## config.mk

```make
export PLATFORM = sky130hd
export DESIGN_NAME = uart_rx_fifo
export DESIGN_NICKNAME = d
export VERILOG_FILES = /design/src/rtl/uart_pkg.sv /design/src/rtl/sync_fifo.sv /design/src/rtl/uart_rx_fifo.sv
export SDC_FILE = /design/constraint.sdc
export NUM_CORES = 1
export LEC_CHECK = 0
export CORE_MARGIN = 5
export CORE_UTILIZATION = 55
export DETAILED_ROUTE_END_ITERATION = 6
export GPL_TIMING_DRIVEN = 0
export PLACE_DENSITY = 0.81
export SYNTH_ARGS = -nofsm -noshare
export SYNTH_HDL_FRONTEND = slang
export SYNTH_SLANG_ARGS = --single-unit
export TNS_END_PERCENT = 100
```

## constraint.sdc

```tcl
create_clock -name clk -period 2.8 [get_ports clk]
set_clock_uncertainty 0.2 [all_clocks]
set_input_delay 0.56 -clock clk [delete_from_list [all_inputs] [get_ports clk]]
set_output_delay 0.56 -clock clk [all_outputs]
set_load 0.01 [all_outputs]
```

## src/rtl/uart_pkg.sv

```systemverilog
// uart_pkg: shared definitions for the UART receive path.
//   CLK_PER_HALF_BIT_DEFAULT - default clk cycles per half bit period
//   uart_byte_t              - received data byte
//   rx_state_t / St*         - receive FSM state encoding
package uart_pkg;

  localparam int unsigned CLK_PER_HALF_BIT_DEFAULT = 86;

  typedef logic [7:0] uart_byte_t;

  typedef logic [1:0] rx_state_t;

  localparam rx_state_t StIdle  = 2'd0;
  localparam rx_state_t StStart = 2'd1;
  localparam rx_state_t StData  = 2'd2;
  localparam rx_state_t StStop  = 2'd3;

endpackage

```

## src/rtl/sync_fifo.sv

```systemverilog
// sync_fifo: single-clock FIFO with extra-bit pointers for full/empty.
//   clk, rstn    - clock, asynchronous active-low reset
//   push, wdata  - write request and data
//   pop          - read request; rdata shows the head entry
//   full, empty  - occupancy flags
// A push while full is accepted only when a pop happens in the same cycle.
module sync_fifo #(
  parameter int unsigned Depth = 16,
  parameter int unsigned Width = 8
) (
  input  logic             clk,
  input  logic             rstn,
  input  logic             push,
  input  logic [Width-1:0] wdata,
  input  logic             pop,
  output logic [Width-1:0] rdata,
  output logic             full,
  output logic             empty
);

  localparam int unsigned AddrW = (Depth > 1) ? $clog2(Depth) : 1;

  logic [Width-1:0] mem_q [Depth];
  logic [AddrW:0]   wptr_q, wptr_d;
  logic [AddrW:0]   rptr_q, rptr_d;
  logic             wr_en, rd_en;

  assign empty = (wptr_q == rptr_q);
  assign full  = (wptr_q[AddrW] != rptr_q[AddrW]) &&
                 (wptr_q[AddrW-1:0] == rptr_q[AddrW-1:0]);

  assign rd_en = pop & ~empty;
  // When full, a simultaneous pop frees the head slot that the write reuses.
  assign wr_en = push & (~full | rd_en);

  assign rdata = mem_q[rptr_q[AddrW-1:0]];

  always_comb begin
    wptr_d = wptr_q;
    rptr_d = rptr_q;
    if (wr_en) wptr_d = wptr_q + 1'b1;
    if (rd_en) rptr_d = rptr_q + 1'b1;
  end

  always_ff @(posedge clk or negedge rstn) begin
    if (!rstn) begin
      wptr_q <= '0;
      rptr_q <= '0;
    end else begin
      wptr_q <= wptr_d;
      rptr_q <= rptr_d;
    end
  end

  always_ff @(posedge clk) begin
    if (wr_en) mem_q[wptr_q[AddrW-1:0]] <= wdata;
  end

endmodule

```

## src/rtl/uart_rx_fifo.sv

```systemverilog
// uart_rx_fifo: 8N1 UART receiver with a receive buffer.
//   clk, rstn - clock, asynchronous active-low reset
//   rxd       - asynchronous serial input, idle high, LSB first
//   rdata     - byte at buffer head; rvalid marks it valid
//   rready    - consumer accept; transfer when rvalid && rready
//   ferr      - one-cycle pulse on a low stop bit (byte discarded)
//   overrun   - one-cycle pulse when a good byte is dropped
// Macro UART_RX_FIFO_EN: defined -> FIFO_DEPTH-entry sync_fifo buffer;
// undefined -> single holding register, FIFO_DEPTH unused.
module uart_rx_fifo
  import uart_pkg::*;
#(
  parameter int unsigned CLK_PER_HALF_BIT = CLK_PER_HALF_BIT_DEFAULT,
  parameter int unsigned FIFO_DEPTH       = 16
) (
  input  logic       clk,
  input  logic       rstn,
  input  logic       rxd,
  output uart_byte_t rdata,
  output logic       rvalid,
  input  logic       rready,
  output logic       ferr,
  output logic       overrun
);

  localparam int unsigned CntW = $clog2(2 * CLK_PER_HALF_BIT);
  localparam logic [CntW-1:0] HalfLast = CntW'(CLK_PER_HALF_BIT - 1);
  localparam logic [CntW-1:0] BitLast  = CntW'(2 * CLK_PER_HALF_BIT - 1);

  logic [1:0]      sync_q;
  logic            rx_sync, rx_prev_q;
  rx_state_t       state_q, state_d;
  logic [CntW-1:0] cnt_q, cnt_d;
  logic [2:0]      bit_q, bit_d;
  uart_byte_t      shift_q, shift_d;
  logic            push, frame_err, pop, drop;
  logic            ferr_q, overrun_q;

  assign rx_sync = sync_q[1];

  always_ff @(posedge clk or negedge rstn) begin
    if (!rstn) begin
      sync_q    <= 2'b11;
      rx_prev_q <= 1'b1;
    end else begin
      sync_q    <= {sync_q[0], rxd};
      rx_prev_q <= rx_sync;
    end
  end

  // Counter restarts from zero on every state change and after each data bit.
  always_comb begin
    state_d   = state_q;
    cnt_d     = cnt_q + 1'b1;
    bit_d     = bit_q;
    shift_d   = shift_q;
    push      = 1'b0;
    frame_err = 1'b0;
    case (state_q)
      StIdle: begin
        cnt_d = '0;
        // Falling edge only; a line held low never retriggers.
        if (rx_prev_q && !rx_sync) state_d = StStart;
      end
      StStart: begin
        if (cnt_q == HalfLast) begin
          cnt_d   = '0;
          bit_d   = '0;
          state_d = rx_sync ? StIdle : StData;
        end
      end
      StData: begin
        if (cnt_q == BitLast) begin
          cnt_d   = '0;
          shift_d = {rx_sync, shift_q[7:1]};
          bit_d   = bit_q + 3'd1;
          if (bit_q == 3'd7) state_d = StStop;
        end
      end
      StStop: begin
        if (cnt_q == BitLast) begin
          cnt_d   = '0;
          state_d = StIdle;
          if (rx_sync) push = 1'b1;
          else         frame_err = 1'b1;
        end
      end
      default: begin
        cnt_d   = '0;
        state_d = StIdle;
      end
    endcase
  end

  always_ff @(posedge clk or negedge rstn) begin
    if (!rstn) begin
      state_q <= StIdle;
      cnt_q   <= '0;
      bit_q   <= '0;
      shift_q <= '0;
    end else begin
      state_q <= state_d;
      cnt_q   <= cnt_d;
      bit_q   <= bit_d;
      shift_q <= shift_d;
    end
  end

  assign pop = rvalid & rready;

`ifdef UART_RX_FIFO_EN
  logic       fifo_full, fifo_empty;
  uart_byte_t fifo_rdata;

  sync_fifo #(
    .Depth (FIFO_DEPTH),
    .Width (8)
  ) u_fifo (
    .clk   (clk),
    .rstn  (rstn),
    .push  (push),
    .wdata (shift_q),
    .pop   (pop),
    .rdata (fifo_rdata),
    .full  (fifo_full),
    .empty (fifo_empty)
  );

  assign rvalid = ~fifo_empty;
  // Storage is not reset; present zero whenever nothing is buffered.
  assign rdata  = fifo_empty ? '0 : fifo_rdata;
  assign drop   = push & fifo_full & ~pop;
`else
  uart_byte_t  hold_q;
  logic        hold_valid_q;
  logic [31:0] unused_fifo_depth;

  assign unused_fifo_depth = FIFO_DEPTH;

  always_ff @(posedge clk or negedge rstn) begin
    if (!rstn) begin
      hold_q       <= '0;
      hold_valid_q <= 1'b0;
    end else if (push && (!hold_valid_q || pop)) begin
      hold_q       <= shift_q;
      hold_valid_q <= 1'b1;
    end else if (pop) begin
      hold_valid_q <= 1'b0;
    end
  end

  assign rvalid = hold_valid_q;
  assign rdata  = hold_q;
  assign drop   = push & hold_valid_q & ~pop;
`endif

  always_ff @(posedge clk or negedge rstn) begin
    if (!rstn) begin
      ferr_q    <= 1'b0;
      overrun_q <= 1'b0;
    end else begin
      ferr_q    <= frame_err;
      overrun_q <= drop;
    end
  end

  assign ferr    = ferr_q;
  assign overrun = overrun_q;

endmodule

```

== Word-level counts from Yosys, hierarchy flattened ==
Index checks and enable logic that the tools add are counted.

* Flip-flop bits (word level): 35
* Latch bits: 0
* Memory bits (writable): 0
* ROM bits: 0
* Bits of input ports: 4
* Output and inout bits: 11
* Logic and storage cells: 60
* Memories: 0

* Add/subtract/negate cells: 2
* Multiply operators: 0
* Div/mod/pow operators: 0
* Order comparisons: 0
* Equality and inequality tests: 11
* Shift-type cells: 0
* Mux-type cells: 21
* Bitwise gates (word level): 4
* Reduce and logical (&&, ||, !) cells: 12

{| class="wikitable"
|+ Operator list
! operator !! number
|-
| 8-bit case mux with 3 select lines || 1
|-
| 8-bit two-way mux || 2
|-
| 2-bit two-way mux || 6
|-
| 2-bit != test, second input constant || 5
|-
| 8-bit by 1-bit adder with 8-bit output, second input constant || 1
|-
| 8-bit by 7-bit == test with 1-bit output, second input constant || 1
|-
| 8-bit == test, second input constant || 1
|-
| 1-bit two-way mux || 8
|-
| 2-bit case mux with 4 select lines || 1
|-
| 3-bit two-way mux || 2
|-
| 3-bit case mux with 2 select lines || 1
|-
| 5-bit AND reduction || 1
|-
| 2-bit == test, second input constant || 2
|-
| 2-bit nonzero test || 2
|-
| 3-bit by 1-bit adder with 3-bit output, second input constant || 1
|-
| 1-bit AND || 3
|-
| 3-bit == test, second input constant || 1
|-
| 3-bit AND reduction || 1
|-
| 2-bit by 1-bit == test with 1-bit output, second input constant || 1
|-
| 1-bit logical AND || 2
|-
| 1-bit logical NOT || 2
|-
| 2-bit logical NOT || 1
|-
| 2-bit AND reduction || 1
|-
| 2-bit OR reduction || 1
|-
| 2 further kinds || 2
|}

== Longest topological paths before layout ==
* Depth after elaboration: 5
* Mapped depth: 7
* Gate-level depth less buffers: 5

== Least setup slack after synthesis ==
OpenSTA, ideal clock, no wires.

* Path kind: register to register
* Start: reg cnt_q[4]
* End: reg hold_q[0] (netlist: rdata[0])
* Library setup time: 0.125 ns
* Arrival time: 1.806 ns
* Data required time: 2.475 ns
* Slack: 0.669 ns
* Stages on the path, launching flop included: 6
* Buffers on the path: 1
* Path through: dfrtp_1 or3_1 or2_1 buf_6 nor3b_4 mux2_2

* Word-level cells in the longest chain between the ends: 4

{| class="wikitable"
|+ RTL lines
! item !! line !! RTL
|-
| start, declared || uart_rx_fifo.sv:33 || <nowiki>logic [CntW-1:0] cnt_q, cnt_d;</nowiki>
|-
| start signal, assigned || uart_rx_fifo.sv:103 || <nowiki>cnt_q <= cnt_d;</nowiki>
|-
| 8-bit == test || uart_rx_fifo.sv:81 || <nowiki>if (cnt_q == BitLast) begin</nowiki>
|-
| 1-bit two-way mux || uart_rx_fifo.sv:81 ||
|-
| 1-bit two-way mux || uart_rx_fifo.sv:59 || <nowiki>case (state_q)</nowiki>
|-
| 1-bit logical AND || uart_rx_fifo.sv:144 || <nowiki>end else if (push && (!hold_valid_q || pop)) begin</nowiki>
|-
| end signal, assigned || uart_rx_fifo.sv:145 || <nowiki>hold_q <= shift_q;</nowiki>
|-
| end, declared || uart_rx_fifo.sv:134 || <nowiki>uart_byte_t hold_q;</nowiki>
|}

No other way between the ends.
A chain may end at the register's enable or synchronous reset.

== Final worst setup path ==
* Start: reg cnt_q[0]
* End: reg hold_q[7] (netlist: rdata[7])

The elaborated chain is that of the path after synthesis.

==> results <==
- The flow ran to the end, and the final reports show no timing, DRC or antenna violations.
- The peak per-stage delay on the critical path is between 0.4 and 0.5 ns.
- The area of the core is approximately 2500 um2.
- The critical path goes through ha_1 -> nand4_1 -> or2_1 -> buf_6 -> nor3b_4 -> mux2_2.
- Counting flops with an async set or reset pin after synthesis yields a share of 100%.
- The number of hold buffers added after CTS is 0.
- The part of the cycle the worst path needs is 83.8%.
- The category of the worst setup path launch point is a flop.
- For the worst-skew pair, the clock arrives at the later sink with an insertion delay of ~0.32 ns.
- The tree built by TritonCTS fans out to 35 sinks.
- The worst max-slew margin expressed relative to the limit is between 50 and 60%.
- After technology mapping, the gate count stands at ~120.
- CTS built an H-tree with a depth of 2.
- The count of cells in the finished layout, fillers not included, comes to about 170.
- The remaining global-route overflow is 0.
- In this run the most used layer during global routing was met2.
- Among all flip-flop cells after synthesis, the most frequent one is sky130_fd_sc_hd__dfrtp_1.
- The total die area is between 3000 and 4000 um2.
- The worst setup path is captured at a flop.
- The number of buffers inserted by post-CTS setup repair is 0.
- Wires add up to between 2000 and 2500 um.
- The post-synth net total is approximately 120.
- The required time at the endpoint of the critical path is around 2.8 ns.
- TritonCTS built the clock tree.
- Counting both buffers and inverters, the worst setup path holds a total of 1.
- The routing usage on met3 is about 4.3%.
- The register bit total from synthesis is 35.
- Data arrives at the worst endpoint at about 2.4 ns.
- The leakage power is between 0.7 and 0.8 nW.
- The first detailed-routing pass ran for 4 iterations.
- For this run, design rule violations remaining after detail routing come to 0.
- Cells with a size suffix above 1 make up 24.3% of the layout.
- The top fanout value on the critical path is 8.
- The starting utilization of the core area is between 50% and 60%.
- The mean routed wirelength per cell is approximately 14 um.
- The max-capacitance violation count is 0.
- For this design the top-level I/O count stands at 15.
- Counting the fill cells in the layout gives around 210.
- The global routing usage on met1 is 18.5%.
- The met2 layer usage reported by global route is between 20% and 30%.
- Setup violations remaining at the end of the flow were counted as 0.
- The buffer depth of the longest clock path is 2.
- Counting tap cells, the placed design contains a total of ~160 instances.
- After floorplanning, the core was divided into 18 placement rows.
- The shortest period the worst path allows is between 2 and 2.5 ns.
- The number of failing hold endpoints at the final stage is 0.
- The net total in the final layout is roughly 140.
- On the critical path the largest part of the delay comes from simple AND/OR/NAND/NOR gates.
- The first-pass GRT wire length is roughly 4000 um.
- The final setup TNS is 0 ns.
- The mapped cell area is roughly 1500 um2.
- The largest net degree at the start of global routing is 36.
- The actual transition at the worst max-transition pin is approximately 0.74 ns.
- The highest attainable clock frequency is approximately 0.43 GHz.
- After detailed routing, the number of vias per cell comes to about 5.4.
- The detail route stage leaves a number of antenna-violating nets equal to 0.
- The via count of the first global-routing pass is about 890.
- The classification of the worst-slack hold path is input pin to asynchronous set/reset pin.
- The library cell contributing the largest single delay on the critical path is sky130_fd_sc_hd__nor3b_4.
- The total track usage is between 10% and 20%.
- The netlist uses 30 different library cells.
- The count of flip-flops with a built-in enable after synthesis is 0.
- The number of pins with negative max-slew slack in the final report was 0.
- Setup repair after global routing left no endpoint under its margin.
- The count of buffers added on input and output ports is 14.
- From left edge to right edge, the die measures between 60 and 70 um.
- Summing over every cut layer, the via total after detailed routing is between 800 and 900.
- The per-instance average area after synthesis is about 13 um2.
- After clock tree synthesis, the repair step resized 0 gates.
- At the end of routability-driven placement, the weighted congestion stood at between 0.8 and 0.9.
- The register area share after synthesis is between 50% and 60%.
- Clock-pin slew was measured on the worst setup and hold paths at approximately 0.10 ns.
- Buffers inserted during clock tree synthesis total 5.
- The power density of the placed cells is approximately 480 nW/um2.
- The cell chosen for the clock root is sky130_fd_sc_hd__clkbuf_4.
- The critical path is of the flop to flop type.
- The maximum ir drop on the vdd rail is between 300 and 400 uV.
- The worst register-to-register path has a setup slack of roughly 0.45 ns.
- The die outline height is 61.7 um.
- The detailed router's first-iteration violation count is 21.
- Relative to the synthesized area, the layout overhead comes to 15.5%.
- On the final layout, the worst hold slack is between 0.08 and 0.09 ns.
- Detailed placement finished with a half-perimeter wire length of ~1700 um.
- The initial antenna violation count is 0.
- The repair_antennas step left the layout with diodes totalling 0.
- The count of yosys warnings during synthesis is 0.
==> registers in the layout, summed over array words and instances (netlist names), 2 cells and up, named ones only <==
register  cells
shift_q       8
bit_q         3
sync_q        2
cnt_q         8
rdata         8
==> logic make-up (layout without fill, tap and decap cells) <==
family,Yosys count,count (layout),share of synthesized area [%]
AOI/OAI and AO/OA,12,12,5.86
adders and majority gates,4,4,3.40
and+or+nand+nor,34,34,12.0
xor gates and xnor gates,5,5,2.97
muxes,17,17,12.9
DFF,35,35,59.7
buffers and inverters,8,29,3.14
==> synth_stat cells, types with 2 or more instances <==
library cell / instances / area share, %
sky130_fd_sc_hd__buf_6: 2 / 1.5
sky130_fd_sc_hd__dfrtp_1: 32 / 54
sky130_fd_sc_hd__dfstp_2: 3 / 5.4
sky130_fd_sc_hd__ha_1: 4 / 3.4
sky130_fd_sc_hd__inv_1: 4 / 1.0
sky130_fd_sc_hd__mux2_2: 16 / 12
sky130_fd_sc_hd__nand2_1: 4 / 1.0
sky130_fd_sc_hd__nand3_1: 4 / 1.4
sky130_fd_sc_hd__nand4_1: 2 / 0.85
sky130_fd_sc_hd__nor2_1: 13 / 3.3
sky130_fd_sc_hd__nor3_1: 4 / 1.4
sky130_fd_sc_hd__o21ai_0: 4 / 1.4
sky130_fd_sc_hd__o311ai_0: 2 / 1.2
sky130_fd_sc_hd__or3_1: 2 / 0.85
sky130_fd_sc_hd__xnor2_1: 3 / 1.8
sky130_fd_sc_hd__xor2_1: 2 / 1.2
==> layout by cell type (no fill, tap or decap), types with 2 or more instances in the layout <==
cell,netlist,final
sky130_fd_sc_hd__buf_2,1,2
sky130_fd_sc_hd__buf_6,2,2
sky130_fd_sc_hd__clkbuf_4,0,5
sky130_fd_sc_hd__clkdlybuf4s50_1,0,13
sky130_fd_sc_hd__dfrtp_1,32,32
sky130_fd_sc_hd__dfstp_2,3,3
sky130_fd_sc_hd__ha_1,4,4
sky130_fd_sc_hd__inv_1,4,4
sky130_fd_sc_hd__mux2_2,16,16
sky130_fd_sc_hd__nand2_1,4,4
sky130_fd_sc_hd__nand3_1,4,4
sky130_fd_sc_hd__nand4_1,2,2
sky130_fd_sc_hd__nor2_1,13,13
sky130_fd_sc_hd__nor3_1,4,4
sky130_fd_sc_hd__o21ai_0,4,4
sky130_fd_sc_hd__o311ai_0,2,2
sky130_fd_sc_hd__or3_1,2,2
sky130_fd_sc_hd__xnor2_1,3,3
sky130_fd_sc_hd__xor2_1,2,2
==> routing by layer <==
layer	share of wire, %	vias up	wire length [um]
li1	-	445	-
met1	47	430	1050
met2	47	15	1060
met3	4.3	5	97
met4	1.7	0	39
met5	0	-	0
==> per-stage QoR <==
step	total power, mW	util (%)	area [um2]	worst slack [ns]
after floorplan	0.539	-	1470	0.669
after global placement	0.556	65.4	1650	0.299
after detailed placement	0.557	65.2	1650	0.445
after CTS	0.824	67.5	1700	0.436
after global routing	0.849	67.5	1700	0.320
final	0.814	67.5	1700	0.454
==> final timing paths <==
check / startpoint / endpoint / depth (start not counted)
worst max-delay path: cnt_q[0]$_DFF_PN0_ / rdata[7]$_DFFE_PN0P_ / 6
min in group clk: sync_q[0]$_DFF_PN1_ / sync_q[1]$_DFF_PN1_ / 0
max in group asynchronous: rstn / cnt_q[7]$_DFF_PN0_ / 1
worst max register to register: cnt_q[0]$_DFF_PN0_ / rdata[7]$_DFFE_PN0P_ / 6
worst min register to register: sync_q[0]$_DFF_PN1_ / sync_q[1]$_DFF_PN1_ / 0
worst min-delay path: rstn / cnt_q[6]$_DFF_PN0_ / 1
==> cell type report <==
| class | instances | area, um2 | area share, % |
|---|---|---|---|
| Clock inverter | 1 | 5.00 | 0.294 |
| Tap cell | 30 | 37.5 | 2.21 |
| Clock buffer | 6 | 51.3 | 3.01 |
| Sequential cell | 35 | 880 | 51.7 |
| Buffer | 4 | 31.3 | 1.84 |
| Timing Repair Buffer | 14 | 135 | 7.94 |
| Multi-Input combinational cell | 72 | 547 | 32.1 |
| Inverter | 4 | 15.0 | 0.882 |
==> where the power goes <==
group          switching [mW]  internal [mW]  leakage (nW)
Clock                   0.151          0.116        0.0341
Sequential            0.00615          0.513         0.477
Combinational          0.0186        0.00864         0.270
Total                   0.176          0.638         0.781
Note: power is estimated with default switching activity, not from simulation.
